File: src/rtl/count_pkg.sv
// Shared types and the modulus/saturate step rule for the up/down counter.
// Arithmetic is carried in 32 bits so one function serves every WIDTH up to 32.
package count_pkg;

    typedef enum logic [1:0] {
        HOLD,
        INC,
        DEC
    } step_t;

    typedef struct packed {
        logic [31:0] count;
        logic        carry;
        logic        borrow;
    } step_res_t;

    // Saturate mode still reports the terminal event even though the count holds.
    function automatic step_res_t next_count(
        input logic [31:0] cur,
        input step_t       step,
        input logic [31:0] max_count,
        input logic        saturate
    );
        step_res_t res;
        res.count  = cur;
        res.carry  = 1'b0;
        res.borrow = 1'b0;
        case (step)
            INC: begin
                if (cur == max_count) begin
                    res.carry = 1'b1;
                    res.count = saturate ? max_count : 32'd0;
                end else begin
                    res.count = cur + 32'd1;
                end
            end
            DEC: begin
                if (cur == 32'd0) begin
                    res.borrow = 1'b1;
                    res.count  = saturate ? 32'd0 : max_count;
                end else begin
                    res.count = cur - 32'd1;
                end
            end
            default: ;
        endcase
        return res;
    endfunction

endpackage

File: src/rtl/prescaler.sv
// Divides enabled cycles by PRESCALE into single-cycle ticks.
// A low enable freezes the phase; clear restarts it from zero.
module prescaler #(
    parameter int PRESCALE = 1
) (
    input  logic clock,
    input  logic reset,
    input  logic enable,
    input  logic clear,
    output logic tick
);

    localparam int PHASE_W = (PRESCALE > 1) ? $clog2(PRESCALE) : 1;

    generate
        if (PRESCALE == 1) begin : g_bypass
            logic unused_inputs;
            assign unused_inputs = ^{clock, reset, clear};
            assign tick          = enable;
        end else begin : g_count
            localparam logic [PHASE_W-1:0] LAST = PHASE_W'(PRESCALE - 1);

            logic [PHASE_W-1:0] phase_q;
            logic [PHASE_W-1:0] phase_d;

            assign tick = enable && (phase_q == LAST);

            // NOTE: every always_comb output gets a default first so no path leaves it unassigned (no latch).
            always_comb begin
                phase_d = phase_q;
                if (clear || tick) begin
                    phase_d = '0;
                end else if (enable) begin
                    phase_d = phase_q + 1'b1;
                end
            end

            // NOTE: sequential state uses non-blocking assignment so all flops update from pre-edge values.
            always_ff @(posedge clock or posedge reset) begin
                if (reset) begin
                    phase_q <= '0;
                end else begin
                    phase_q <= phase_d;
                end
            end
        end
    endgenerate

endmodule

File: src/rtl/updown_count.sv
// Parametrised up/down counter with parallel load, wrap/saturate mode,
// enable prescaler and carry/borrow/sticky-overflow status.
module updown_count
    import count_pkg::*;
#(
    parameter int WIDTH    = 8,
    parameter int MODULUS  = 2 ** WIDTH,
    parameter int PRESCALE = 1
) (
    input  logic             clock,
    input  logic             reset,
    input  logic             enable,
    input  logic             up,
    input  logic             down,
    input  logic             load,
    input  logic [WIDTH-1:0] load_value,
    input  logic             saturate,
    input  logic             clear_overflow,
    output logic [WIDTH-1:0] count,
    output logic             carry,
    output logic             borrow,
    output logic             overflow
);

    localparam logic [WIDTH-1:0] MAX_COUNT = WIDTH'(MODULUS - 1);

    logic             tick;
    step_t            step;
    step_res_t        res;

    logic [WIDTH-1:0] count_q, count_d;
    logic             carry_q, carry_d;
    logic             borrow_q, borrow_d;
    logic             overflow_q, overflow_d;

    // Load restarts the prescaler so the next step needs a full PRESCALE enabled cycles.
    prescaler #(
        .PRESCALE(PRESCALE)
    ) u_prescaler (
        .clock (clock),
        .reset (reset),
        .enable(enable),
        .clear (load),
        .tick  (tick)
    );

    always_comb begin
        step = HOLD;
        if (tick && up && !down) begin
            step = INC;
        end else if (tick && down && !up) begin
            step = DEC;
        end
    end

    always_comb begin
        res      = next_count(32'(count_q), step, 32'(MAX_COUNT), saturate);
        count_d  = WIDTH'(res.count);
        carry_d  = res.carry;
        borrow_d = res.borrow;
        if (load) begin
            count_d  = (load_value > MAX_COUNT) ? MAX_COUNT : load_value;
            carry_d  = 1'b0;
            borrow_d = 1'b0;
        end
        // A terminal event outranks a simultaneous clear request.
        overflow_d = overflow_q;
        if (carry_d || borrow_d) begin
            overflow_d = 1'b1;
        end else if (clear_overflow) begin
            overflow_d = 1'b0;
        end
    end

    always_ff @(posedge clock or posedge reset) begin
        if (reset) begin
            count_q    <= '0;
            carry_q    <= 1'b0;
            borrow_q   <= 1'b0;
            overflow_q <= 1'b0;
        end else begin
            count_q    <= count_d;
            carry_q    <= carry_d;
            borrow_q   <= borrow_d;
            overflow_q <= overflow_d;
        end
    end

    assign count    = count_q;
    assign carry    = carry_q;
    assign borrow   = borrow_q;
    assign overflow = overflow_q;

endmodule
File: config.mk
export PLATFORM = sky130hd
export DESIGN_NAME = updown_count
export DESIGN_NICKNAME = d
export VERILOG_FILES = /design/src/rtl/count_pkg.sv /design/src/rtl/prescaler.sv /design/src/rtl/updown_count.sv
export SDC_FILE = /design/constraint.sdc
export NUM_CORES = 1
export LEC_CHECK = 0
export ABC_CLOCK_PERIOD_IN_PS = 3800
export CORE_UTILIZATION = 51
export DETAILED_ROUTE_END_ITERATION = 8
export PLACE_DENSITY = 0.95
export SLEW_MARGIN = 20
export SYNTH_ARGS = -nofsm -noshare
export SYNTH_HDL_FRONTEND = slang
export SYNTH_SLANG_ARGS = --single-unit
File: constraint.sdc
create_clock -name clock -period 3.8 [get_ports clock]
set_input_delay 1.14 -clock clock [delete_from_list [all_inputs] [get_ports clock]]
set_output_delay 1.14 -clock clock [all_outputs]
set_load 0.02 [all_outputs]
---- Word level (Yosys, flattened, before mapping) ----
Index checks and enable logic that the tools add are counted.
word-level totals
  register bits ........................... 11
  input port bits ......................... 16
  output and inout bits ................... 11
  logic and storage cells ................. 37
cells by class
  add/subtract/negate cells ............... 2
  $lt $le $gt $ge ......................... 1
  eq/ne operators ......................... 3
  mux-type cells .......................... 17
  reductions and logical operators ........ 10
operators by type and width
  cell                                                   number
  two-way mux 8 bit                                      6
  one-hot mux 8 bit (2 select lines)                     1
  adder 8 x 1 -> 8 bit (second input constant)           1
  equality test 8 bit (second input constant)            1
  greater-than comparator 8 bit (second input constant)  1
  zero test 8 bit                                        1
  two-way mux 1 bit                                      8
  subtractor 8 x 1 -> 8 bit (second input constant)      1
  logical AND 1 bit                                      4
  two-way mux 2 bit                                      2
  nonzero test 3 bit                                     1
  equality test 2 x 1 -> 1 bit (second input constant)   1
  equality test 2 bit (second input constant)            1
  zero test 1 bit                                        2
  nonzero test 2 bit                                     1
  logical OR 1 bit                                       1

---- Logic depth before layout (Yosys ltp) ----
Gate-level depths: netlist of run 1.
  depth in word-level cells ............... 9
  mapped depth ............................ 8
  mapped depth without buffers ............ 7

---- Hierarchy ----
A second synthesis of run 1 with hierarchy kept.
second synthesis, totals
  cell total of the unflattened synthesis .. 122
  area total of the unflattened synthesis .. 999.7 sq um
modules (own cells, without submodules)
  module        instances  cells an instance  area an instance (sq um)  sequential area each (sq um)
  updown_count  1          121                992.2                     275.3
  prescaler     1          1                  7.5                       0.0

---- Worst setup path after synthesis of run 1 ----
Ideal clock, no wire load.
  path kind ............................... input to register
  from .................................... input port load
  to ...................................... register overflow_q, in the netlist overflow
  library setup time ...................... 0.065 ns
  arrival time ............................ 2.129 ns
  required time ........................... 3.735 ns
  path slack .............................. 1.607 ns
  stages .................................. 6
  buffers on the path ..................... 1
  path through ............................ buf_6 clkinv_1 nand2_1 nor3b_1 and2_2 a211o_1
on the way
  cells in the longest elaborated chain, start to end .. 3
  elaborated cells between the ends (all ways) .. 5
  classes of those cells .................. mux (3); reduce/logical (2)
ends and longest elaborated chain
  what                                                     RTL line            RTL
  start: declaration                                       updown_count.sv:15  input logic load,
  two-way mux 1 bit *                                      updown_count.sv:61  if (load) begin
  named net borrow_d                                       updown_count.sv:33  logic borrow_q, borrow_d;
  logical OR 1 bit *                                       updown_count.sv:68  if (carry_d || borrow_d) begin
  two-way mux 1 bit or nonzero test 2 bit (tied branches)  n/a
  end signal: assignment                                   updown_count.sv:85  overflow_q <= overflow_d;
  end: declaration                                         updown_count.sv:34  logic overflow_q, overflow_d;
Mark *: on every way through the listed nets, which the timed path passes. The rest lies on a longest branch.
A chain may end at the register's enable or synchronous reset.

---- Worst setup path in the final report of run 1 ----
  from .................................... register count_q[2], in the netlist count[2]
  to ...................................... output port count[2]
RTL lines
  what                      RTL line            RTL
  start: declaration        updown_count.sv:31  logic [WIDTH-1:0] count_q, count_d;
  start signal: assignment  updown_count.sv:82  count_q <= count_d;
  end: declaration          updown_count.sv:19  output logic [WIDTH-1:0] count,
No word-level cell between the ends.

==> results of run 1 <==
==> through the flow <==
step	hold WS, ps	setup slack (ps)	area [µm²]	total power, µW	std cells
after floorplan	608	1610	992	257	121
after global routing	516	941	1260	412	169
after global placement	475	810	1230	306	165
final	504	1060	1260	394	169
after detailed placement	486	849	1230	312	165
after CTS	505	1080	1260	389	169
==> kinds of logic after synthesis <==
kind of cell / after synthesis
flops: 11
fa+ha+maj: 3
mux: 2
simple gates: 41
buf+inv: 16
xor+xnor: 7
compound gates: 41
==> registers in the layout, summed over array words and instances, names as in the netlist <==
register	count
count	8
carry	1
overflow	1
borrow	1
==> routing by layer <==
| metal | vias up | global-route usage | wire [µm] |
|---|---|---|---|
| li1 | 499 | - | - |
| met4 | 0 | 0.176 | 92 |
| met2 | 72 | 0.470 | 1310 |
| met3 | 10 | 0.0392 | 232 |
| met1 | 474 | 0.363 | 1090 |
| met5 | - | 0 | 0 |
==> layout by cell type, fill, tap and decap left out, types with 2 or more instances in the layout <==
| master | instances |
|---|---|
| clkdlybuf4s50_1 | 26 |
| nand2_1 | 14 |
| dfrtp_1 | 11 |
| inv_1 | 8 |
| nor2_1 | 6 |
| a21oi_1 | 6 |
| nor3_1 | 5 |
| o21ai_0 | 5 |
| xor2_1 | 4 |
| o211ai_1 | 4 |
| a31oi_1 | 4 |
| o22ai_1 | 4 |
| a211oi_1 | 4 |
| nand3_1 | 3 |
| xnor2_1 | 3 |
| ha_1 | 3 |
| clkbuf_4 | 3 |
| nand4_1 | 2 |
| nand2b_1 | 2 |
| a2111oi_0 | 2 |
==> how the worst max path moves through the flow <==
stage                               from                    to  cells past startpoint
CTS                 count[2]$_DFFE_PP0P_              count[2]                      1
finish              count[2]$_DFFE_PP0P_              count[2]                      1
global route                        load  count[4]$_DFFE_PP0P_                      6
floorplan                           load  overflow$_DFFE_PP0P_                      6
global placement                    load  count[4]$_DFFE_PP0P_                      6
detailed placement                  load  count[4]$_DFFE_PP0P_                      6
==> where the power goes <==
| part | internal [µW] | switching [µW] | total (µW) |
|---|---|---|---|
| Combinational | 75.0 | 74.3 | 149 |
| Clock | 40.9 | 39.6 | 80.4 |
| Sequential | 128 | 36.7 | 164 |
==> layout make-up <==
| cell class | instances | area (µm²) |
|---|---|---|
| clock buffers | 4 | 26.3 |
| repair buffers | 26 | 260 |
| fillers | 142 | 526 |
| flip-flops and latches | 11 | 275 |
| multi-input cells | 94 | 631 |
| well taps | 25 | 31.3 |
| inverters | 9 | 33.8 |
==> run metrics, run 1 <==
Std-Cell Rows 15; XOR/XNOR share of the synthesized area 0.0618; port bufs 26; share of the synthesized area in the top cell type 0.277; Final Core Density 0.705; mean post-synth cell area 8.20 µm²; largest net degree at the start of global routing 14; main combinational cell family by area after synthesis compound AO/OA/AOI/OAI gates; vias per cell 6.24; ANT cells 0; Final ANT Viol Nets 0; Overflow after GRT 0; nature of the critical path endpoint output port; post-CTS sizing 0; Simple-Gate Fraction of Synth Area 0.221; crit-path cells clkdlybuf4s50_1; Num CTS Buffers 3; final WL 2730 µm; drt drc 0; Max Cap Viol 0; nets 164; Initial DRC Count 62; Post-synth top cells nand2_1 (14), dfrtp_1 (11), inv_1 (8); vias in the first global route 910; Fin. Hold Viols 0; WS Path Type reg2out; GP Congestion 0.926; reg2reg start count[3]$_DFFE_PP0P_; Sink Count 11; FF+latch count, synth 11; Setup TNS 0 ps; Post-Synthesis Cells 121; Startpoint Class register; power per cell area 313 mW/mm²; Avg WL per Cell 16.2 µm; worst path bufs/invs 1; most common cell in the netlist nand2_1; clock slew at reported path FFs 60 ps; I/O pin total 27; Detailed Routing Iterations Pass 1 4; Die Ht 46.1 µm; Core Region 0.00178 mm²; # hold bufs at CTS 0; clock root cell clkbuf_4; Yosys top cell by area dfrtp_1; Starting Density 0.556; largest cells by area after synthesis dfrtp_1 (28%), nand2_1 (5.3%), ha_1 (3.8%), xor2_1 (3.5%), buf_6 (3.4%); Skew-Pair Late Insertion Delay 280 ps; total global-route track usage 0.291; initial antenna violation count 0; final period utilization 0.720; first-pass GRT wire length 4240 µm; CTS H-tree depth 1; Crit-path slowest cell clkdlybuf4s50_1; P&R area growth vs syn 26.7%; Post-synth EDFFs 0; synthesized-area fraction occupied by adder cells 0.0378; CP Max Fanout 13; R2R cell count 5; WP data arrival 1600 ps; status complete, no violations; crit-path max cell delay 700 ps; Tmin final 2740 ps; Final Setup Violations 0; Max Slew Vio Count 0; Leakage Power 0.000500 µW; Max Clock Freq 365 MHz; reg2reg end count[1]$_DFFE_PP0P_; Hold EP overflow$_DFFE_PP0P_; Synth Area in Compound Gates 0.290; Yosys cell types 45; RSZ-0062 raised after global routing false; Clock Skew 1.31 ps; Worst EP required 2660 ps; cell area after synthesis 992 µm²; overall die width 46.1 µm; share of cells above drive strength 1 0.0556; Worst Max-Slew Pin Slew 535 ps; relative slew slack 0.642; Crit path max-delay family buffers and inverters; synth warn 0; sequential fraction of the synthesis area 0.277; worst-case clock buffer depth 2; die area 0.00213 mm²; syn nets 140; mux share of post-synthesis cell area 0.0252; Vias 1055; setup bufs post-CTS 0; maximum VDD drop 0.000193 V; Hold WC Path Type reg2reg; Worst Hold Path Cells 1; DPL Wire Length 2100 µm; CTS tree done; Main synth FF type dfrtp_1; Worst R2R Setup Slack 1500 ps; ys async rst share 1.00; hold_sp overflow$_DFFE_PP0P_
Power figures use the tool's default switching activity.
==> inputs of run 2 (changes only) <==
--- a/config.mk
+++ b/config.mk
@@ -5,10 +5,10 @@
 export SDC_FILE = /design/constraint.sdc
 export NUM_CORES = 1
 export LEC_CHECK = 0
-export ABC_CLOCK_PERIOD_IN_PS = 3800
-export CORE_UTILIZATION = 51
+export ABC_CLOCK_PERIOD_IN_PS = 2760
+export CORE_UTILIZATION = 47
 export DETAILED_ROUTE_END_ITERATION = 8
-export PLACE_DENSITY = 0.95
+export PLACE_DENSITY = 0.89
 export SLEW_MARGIN = 20
 export SYNTH_ARGS = -nofsm -noshare
 export SYNTH_HDL_FRONTEND = slang
==> constraint.sdc (replaced) <==
create_clock -name clock -period 2.76 [get_ports clock]
set_input_delay 0.828 -clock clock [delete_from_list [all_inputs] [get_ports clock]]
set_output_delay 0.828 -clock clock [all_outputs]
set_load 0.02 [all_outputs]
==> run 2 against run 1 <==
  * Routed wire length rose by 3.3%
  * Combinational power rose by 52%
  * Die area rose by 8.1%
  * Count of clock-buffer cells in the layout did not move
  * Hold slack got worse by 15 ps
  * Global-route usage fell by 1.6 points
  * Critical path depth did not move
  * First-iteration DRC count fell by 9.7%
  * Register-to-register slack got worse by 1000 ps
  * Clock power rose by 44%
  * Utilization fell by 4.7 points
  * Critical path type unchanged
  * Largest cell class unchanged
==> run metrics, run 2 (synthesized netlist as in run 1, its figures left out) <==
sw frac 0.383; Psw 213 µW; Clock Skew 7.02 ps; worst path bufs/invs 1; worst-case clock buffer depth 2; reg2reg end count[1]$_DFFE_PP0P_; Crit path max-delay family buffers and inverters; R2R cell count 5; die area 0.00230 mm²; Leakage Power 0.000530 µW; CTS H-tree depth 1; WS Path Type reg2out; Std-Cell Rows 16; initial antenna violation count 0; Final Core Density 0.658; Core Region 0.00198 mm²; Vias 1102; vias in the first global route 894; WP data arrival 1570 ps; ANT cells 0; crit-path cells clkdlybuf4s50_1; Combinational Power Share 0.407; Initial DRC Count 56; Fin. Hold Viols 0; final period utilization 0.870; post-CTS sizing 0; hold_sp overflow$_DFFE_PP0P_; most common cell after layout, fill and taps aside clkdlybuf4s50_1; overall die width 47.9 µm; Detailed Routing Iterations Pass 1 4; Crit-path slowest cell clkdlybuf4s50_1; Num CTS Buffers 3; CTS tree done; relative slew slack 0.588; Design Area, Final 0.00131 mm²; Worst EP required 1930 ps; Final Setup Violations 0; Final ANT Viol Nets 0; clock root cell clkbuf_4; RSZ-0062 raised after global routing false; Startpoint Class register; Worst Hold Path Cells 1; max reg flops 8; clock slew at reported path FFs 70 ps; vias per cell 6.23; maximum VDD drop 0.000193 V; Fillers 149; critical path startpoint count[2]$_DFFE_PP0P_; CP Max Fanout 13; Max Cap Viol 0; reg2reg start count[5]$_DFFE_PP0P_; Skew-Pair Late Insertion Delay 280 ps; Setup TNS 0 ps; largest net degree at the start of global routing 14; crit-path max cell delay 690 ps; most frequent cells in the layout clkdlybuf4s50_1 (26), nand2_1 (14), dfrtp_1 (11); power per cell area 427 mW/mm²; Sink Count 11; Clk pwr share 0.208; Avg WL per Cell 15.9 µm; nets 170; DPL Wire Length 2160 µm; Die Ht 47.9 µm; drt drc 0; Design Power 557 µW; final WL 2820 µm; Starting Density 0.501; Tmin final 2400 ps; Hold WS 488 ps; first-pass GRT wire length 4240 µm; Max Clock Freq 416 MHz; Overflow after GRT 0; Hold EP overflow$_DFFE_PP0P_; total global-route track usage 0.275; Worst Max-Slew Pin Slew 616 ps; nature of the critical path endpoint output port; port bufs 26; GP Congestion 0.956; P&R area growth vs syn 31.5%; Hold WC Path Type reg2reg; Internal 343 µW; I/O pin total 27; dpl cell area 0.00128 mm²; # hold bufs at CTS 0; share of cells above drive strength 1 0.0933; register share of total power 0.385; status complete, no violations; Max Slew Vio Count 0; setup bufs post-CTS 0; Worst R2R Setup Slack 490 ps
run 2: changes by cell type in the layout (fill, tap and decap cells not counted), sizes merged:
cell / delta
buf: +6
run 2: per-layer routing:
layer,GRT usage,up-vias,part of all wire
met5,0,-,0
met4,0.111,0,0.021
met3,0.0302,9,0.097
met2,0.465,73,0.49
met1,0.353,502,0.39
li1,-,518,-
run 2: through the flow:
stage               setup slack, ps  instances
detailed placement              193        173
CTS                             377        177
finish                          358        177
global placement                265        173
global route                    297        177
floorplan                       608        121
run 2: worst max-delay path by stage:
stage	end	slack [ps]	cells past startpoint
final	count[2]	360	1
after global routing	count[2]	300	1
after CTS	count[2]	380	1
after detailed placement	count[4]$_DFFE_PP0P_	190	5
after global placement	count[4]$_DFFE_PP0P_	260	5
after floorplan	count[1]$_DFFE_PP0P_	610	6
run 2: cell type report:
type	count	area [µm²]	share of cell area
multi-input combinational	94	631	0.483
inverter	9	33.8	0.0259
sequential	11	275	0.211
timing repair buffer	32	305	0.234
tap	27	33.8	0.0259
clock buffer	4	26.3	0.0201
run 2: power by group through the flow:
stage / Combinational (µW) / Clock (µW) / Sequential (µW)
5_1_grt: 246 / 129 / 216
3_3_place_gp: 216 / 0 / 213
2_1_floorplan: 140 / 0 / 213
4_1_cts: 225 / 114 / 213
6_report: 227 / 116 / 214
3_5_place_dp: 223 / 0 / 216
==> edit 1: new RTL, settings of run 2 <==
Reset style: synchronous (`reset`), changed in 2 clocked blocks.
--- a/src/rtl/prescaler.sv
+++ b/src/rtl/prescaler.sv
@@ -37,5 +37,5 @@
 
             // NOTE: sequential state uses non-blocking assignment so all flops update from pre-edge values.
-            always_ff @(posedge clock or posedge reset) begin
+            always_ff @(posedge clock) begin
                 if (reset) begin
                     phase_q <= '0;
--- a/src/rtl/updown_count.sv
+++ b/src/rtl/updown_count.sv
@@ -73,5 +73,5 @@
     end
 
-    always_ff @(posedge clock or posedge reset) begin
+    always_ff @(posedge clock) begin
         if (reset) begin
             count_q    <= '0;
Formal check against the unedited RTL: differs if reset is asserted again (counterexample within 4 cycles, from zero or initial values and one cycle with reset high); with reset held inactive, the same outputs for 10 cycles.
==> edit 1 against run 2 <==
Wire length grew 23%. Sequential cell count is the same. Clock skew increased by 0.0055 ns. Area after synthesis up 13%. Setup slack got worse by 0.13 ns. Cell area increased by 9.2%. Highest routed layer unchanged. Largest power group unchanged. Power down 4.4%. Core utilization down 2.0 points.
==> edit 1: results (changes against run 2) <==
| Metric | Value |
|---|---|
| Status | finished, final reports clean |
| Fraction of layout cells with a size suffix above 1 | 0.0970 (+0.00364) |
| Filler instances | 198 (+33%) |
| DRC | 0 (unchanged) |
| Largest cells by area after synthesis | dfxtp_1, o21ai_0, ha_1 |
| Gr usage total | 0.296 (+0.0214) |
| R2r setup slk | 0.60 ns (+0.11 ns) |
| Max FFs per register | 8 (unchanged) |
| Vias in the first global route | 1163 (+30%) |
| WL/cell | 17.9 um (+13%) |
| Hold Crit Class | flop to flop |
| Worst vdd ir | 243 uV (+26%) |
| Antenna violations before repair | 0 (unchanged) |
| Commonest cells in the netlist | dfxtp_1, o21ai_0, clkbuf_1, inv_1 |
| Hold path cells | 2 (+1) |
| Slowest cell on crit path | clkdlybuf4s50_1 |
| Critical Path Max Stage Delay | 0.72 ns (+0.03 ns) |
| Netlist cell types | 50 (+11%) |
| Drt initial violations | 82 (+46%) |
| CTS H-tree lvls | 1 (unchanged) |
| Clk root buf | clkbuf_4 |
| Reg2reg path depth | 5 (unchanged) |
| Post-Syn Nets | 159 (+14%) |
| Via Count | 1292 (+17%) |
| PortBufs | 26 (unchanged) |
| Primary FF master, synth | dfxtp_1 |
| CP arrival | 1.70 ns (+0.13 ns) |
| Resized cells post-CTS | 0 (unchanged) |
| Final nets | 185 (+8.8%) |
| Half-perimeter wire length after placement | 2.48 mm (+15%) |
| CP max FO | 16 (+3) |
| Crit path max-delay family | buffers and inverters |
| Switching Fraction | 0.401 (+0.0178) |
| Synth warnings | 0 (unchanged) |
| Postcts setup bufs | 0 (unchanged) |
| Sequential fraction of the synthesis area | 0.197 (-0.0806) |
| Gpl congestion | 0.986 (+3.1%) |
| Asr flop ratio synth | 0 (-1.00) |
| DR pass1 iterations | 5 (+1) |
| Reg2reg start | count[1]$_SDFFE_PP0P_ |
| ANT cells | 0 (unchanged) |
| Pleak | 0.000494 uW (-6.7%) |
| Clock skew | 0.0125 ns (+0.00549 ns) |
| First-pass GRT wire length | 5.70 mm (+34%) |
| CTS clock-pin slew for the worst setup and hold paths | 0.10 ns (+0.03 ns) |
| Largest net degree at the start of global routing | 17 (+3) |
| FF-to-FF End | count[5]$_SDFFE_PP0P_ |
| Cts bufs inserted | 3 (unchanged) |
| CTS Buffer Depth | 2 (unchanged) |
| Normalized max-slew margin | 0.608 (+0.0201) |
| HP Start | count[5]$_SDFFE_PP0P_ |
| Worst skew pair latency | 0.28 ns (about the same) |
| Worst Hold Path EP | count[5]$_SDFFE_PP0P_ |
-- edit 1: cell type report --
| type | count | area, sq um | share of cell area |
|---|---|---|---|
| Timing Repair Buffer | 31 | 298 | 0.209 |
| Inverter | 8 | 30.0 | 0.0211 |
| Sequential cell | 11 | 220 | 0.155 |
| Tap cell | 28 | 35.0 | 0.0246 |
| Clock buffer | 4 | 26.3 | 0.0184 |
| Multi-Input combinational cell | 111 | 816 | 0.572 |
-- edit 1: power by group through the flow --
stage	logic [uW]	registers, uW	clock network, uW
6_report	211	198	124
5_1_grt	227	201	129
4_1_cts	207	197	118
3_5_place_dp	206	201	0
3_3_place_gp	202	200	0
2_1_floorplan	139	194	0
-- edit 1: routing by layer --
layer	track usage	vias up	share of wire
met1	0.391	578	0.39
met4	0.120	0	0.021
met2	0.487	107	0.49
met3	0.0303	12	0.10
li1	-	595	-
met5	0	-	0
-- edit 1: per-stage QoR --
stage / hold WS, ns / instances / total power [uW] / worst slack (ns) / cell area [sq um]
floorplan: 0.703 / 140 / 333 / 0.770 / 1120
global placement: 0.612 / 189 / 402 / 0.280 / 1400
detailed placement: 0.629 / 189 / 407 / 0.165 / 1400
CTS: 0.641 / 193 / 523 / 0.254 / 1430
global route: 0.698 / 193 / 556 / 0.180 / 1430
finish: 0.655 / 193 / 533 / 0.228 / 1430
-- edit 1: cells by family after synthesis --
kind of cell,share of synthesized area
xor gates and xnor gates,0.0391
buffers and inverters,0.0738
and+or+nand+nor,0.283
DFF,0.197
adders and majority gates,0.0336
AOI/OAI and AO/OA,0.356
muxes,0.0179
-- edit 1: worst max path at each step --
stage	startpoint	to	slack [ns]	depth (start not counted)
global placement	load	count[1]$_SDFFE_PP0P_	0.28	5
floorplan	load	count[1]$_SDFFE_PP0P_	0.77	5
global route	count[2]$_SDFFE_PP0P_	count[2]	0.18	1
finish	count[2]$_SDFFE_PP0P_	count[2]	0.23	1
CTS	count[2]$_SDFFE_PP0P_	count[2]	0.25	1
detailed placement	load	count[1]$_SDFFE_PP0P_	0.16	5
==> edit 2: new RTL, settings of run 2 <==
Made on the original files. Set the parameter `WIDTH` to 6 (it was 8).
--- a/src/rtl/updown_count.sv
+++ b/src/rtl/updown_count.sv
@@ -4,5 +4,5 @@
     import count_pkg::*;
 #(
-    parameter int WIDTH    = 8,
+    parameter int WIDTH    = 6,
     parameter int MODULUS  = 2 ** WIDTH,
     parameter int PRESCALE = 1
Interface: changed (resized count and load_value); port bits go from 27 to 23. No check against the original RTL was run, so the function may have changed too.
==> edit 2 against run 2 <==
Cell area shrank 17%. Highest routed layer unchanged. Largest cell class unchanged. Largest power group unchanged. Area after synthesis shrank 15%. Global-route usage decreased by 3.2 points. Wire length shrank 22%. Power shrank 13%. Cell count shrank 17%. Combinational power shrank 17%. Setup slack better by 0.017 ns. Sequential cell count down 2. Sequential share of layout area is 0.26 points lower. Register-to-register slack better by 0.26 ns.
==> edit 2: results (changes against run 2) <==
| Metric | Value |
|---|---|
| Antenna violations before repair | 0 (unchanged) |
| Via/cell ratio | 6.33 (+1.6%) |
| Worst vdd ir | 187 uV (-3.0%) |
| Max FFs per register | 6 (-2) |
| Half-perimeter wire length after placement | 1.67 mm (-23%) |
| First-pass GRT wire length | 3.52 mm (-17%) |
| Clock skew | 0.00237 ns (-0.00465 ns) |
| GR Util met1 | 0.326 (-0.0269) |
| Util after Layout | 0.678 (+0.0197) |
| Primary FF master, synth | dfrtp_1 |
| Largest net degree at the start of global routing | 13 (-1) |
| Gr usage total | 0.243 (-0.0320) |
| Place WS | 0.214 ns (+0.0207 ns) |
| Filler instances | 128 (-14%) |
| CP max FO | 12 (-1) |
| Crit path max-delay family | buffers and inverters |
| Netlist cell types | 41 (-8.9%) |
| Drt initial violations | 34 (-39%) |
| Postcts setup bufs | 0 (unchanged) |
| Worst Max-Slew Pin Slew | 0.412 ns (-0.204 ns) |
| Vias in the first global route | 782 (-13%) |
| Post-Syn Nets | 122 (-13%) |
| Final nets | 141 (-17%) |
| Asr flop ratio synth | 1.00 (unchanged) |
| Pleak | 0.000417 uW (-21%) |
| Status | finished, final reports clean |
| Sequential fraction of the synthesis area | 0.265 (-0.0119) |
| Commonest cells in the netlist | dfrtp_1, inv_1 |
| Detailed Route WL | 2.20 mm (-22%) |
| PortBufs | 22 (-15%) |
| GR Util met2 | 0.379 (-0.0855) |
| ANT cells | 0 (unchanged) |
| Worst skew pair latency | 0.27 ns |
| Fraction of layout cells with a size suffix above 1 | 0.0407 (-0.0527) |
| Critical Path Max Stage Delay | 0.68 ns |
| Post-DP Area | 1050 sq um (-18%) |
| M3 GR Usage | 0.0286 (-0.00162) |
| Gpl congestion | 0.926 (-3.1%) |
| CTS clock-pin slew for the worst setup and hold paths | 0.07 ns (about the same) |
| CP arrival | 1.56 ns |
| Cts bufs inserted | 3 (unchanged) |
| Largest cells by area after synthesis | dfrtp_1, ha_1, a31oi_1 |
==> edit 2: changes by cell type in the layout (fill, tap and decap cells not counted), sizes merged, moves of 3 or more <==
cell           change
nand2              -9
buf                -5
clkdlybuf4s50      -4
o22ai              -4
and3               +3
o211ai             -3
o31ai              +3
==> edit 2: routing by layer <==
metal,vias to the layer above,wire [um]
met2,65,1020
met4,0,54
met1,426,919
met3,7,211
li1,432,-
met5,-,0
==> edit 2: kinds of logic (layout without fill, tap and decap cells) <==
group | after synthesis | count (layout) | share of synthesized area
compound gates | 37 | 37 | 0.317
simple gates | 38 | 38 | 0.255
fa+ha+maj | 3 | 3 | 0.0443
buf+inv | 15 | 33 | 0.0870
flops | 9 | 9 | 0.265
xor+xnor | 3 | 3 | 0.0310
==> edit 2: final cells by class <==
| cell class | instances | share of cell area |
|---|---|---|
| clock buffer | 4 | 0.0243 |
| sequential | 9 | 0.208 |
| timing repair buffer | 23 | 0.211 |
| multi-input combinational | 81 | 0.508 |
| tap | 24 | 0.0278 |
| inverter | 6 | 0.0208 |
==> edit 2: per-stage QoR <==
stage | total power, uW | cells
floorplan | 307 | 105
global placement | 367 | 143
detailed placement | 371 | 143
CTS | 478 | 147
global route | 508 | 147
finish | 482 | 147
==> edit 2: worst paths after layout <==
kind | endpoint | cells after the start | start | slack [ns]
worst min register to register | overflow$_DFFE_PP0P_ | 2 | overflow$_DFFE_PP0P_ | 0.51
min in group asynchronous | count[4]$_DFFE_PP0P_ | 2 | reset | 0.82
max in group asynchronous | count[0]$_DFFE_PP0P_ | 2 | reset | 1.68
worst max-delay path | count[2] | 1 | count[2]$_DFFE_PP0P_ | 0.38
worst min-delay path | overflow$_DFFE_PP0P_ | 2 | overflow$_DFFE_PP0P_ | 0.51
worst max register to register | count[2]$_DFFE_PP0P_ | 4 | count[2]$_DFFE_PP0P_ | 0.75
==> edit 2: where the power goes <==
group	total [uW]	switching (uW)	internal (uW)
Combinational	189	99.2	90.2
Sequential	183	39.4	144
Clock	110	53.6	56.1
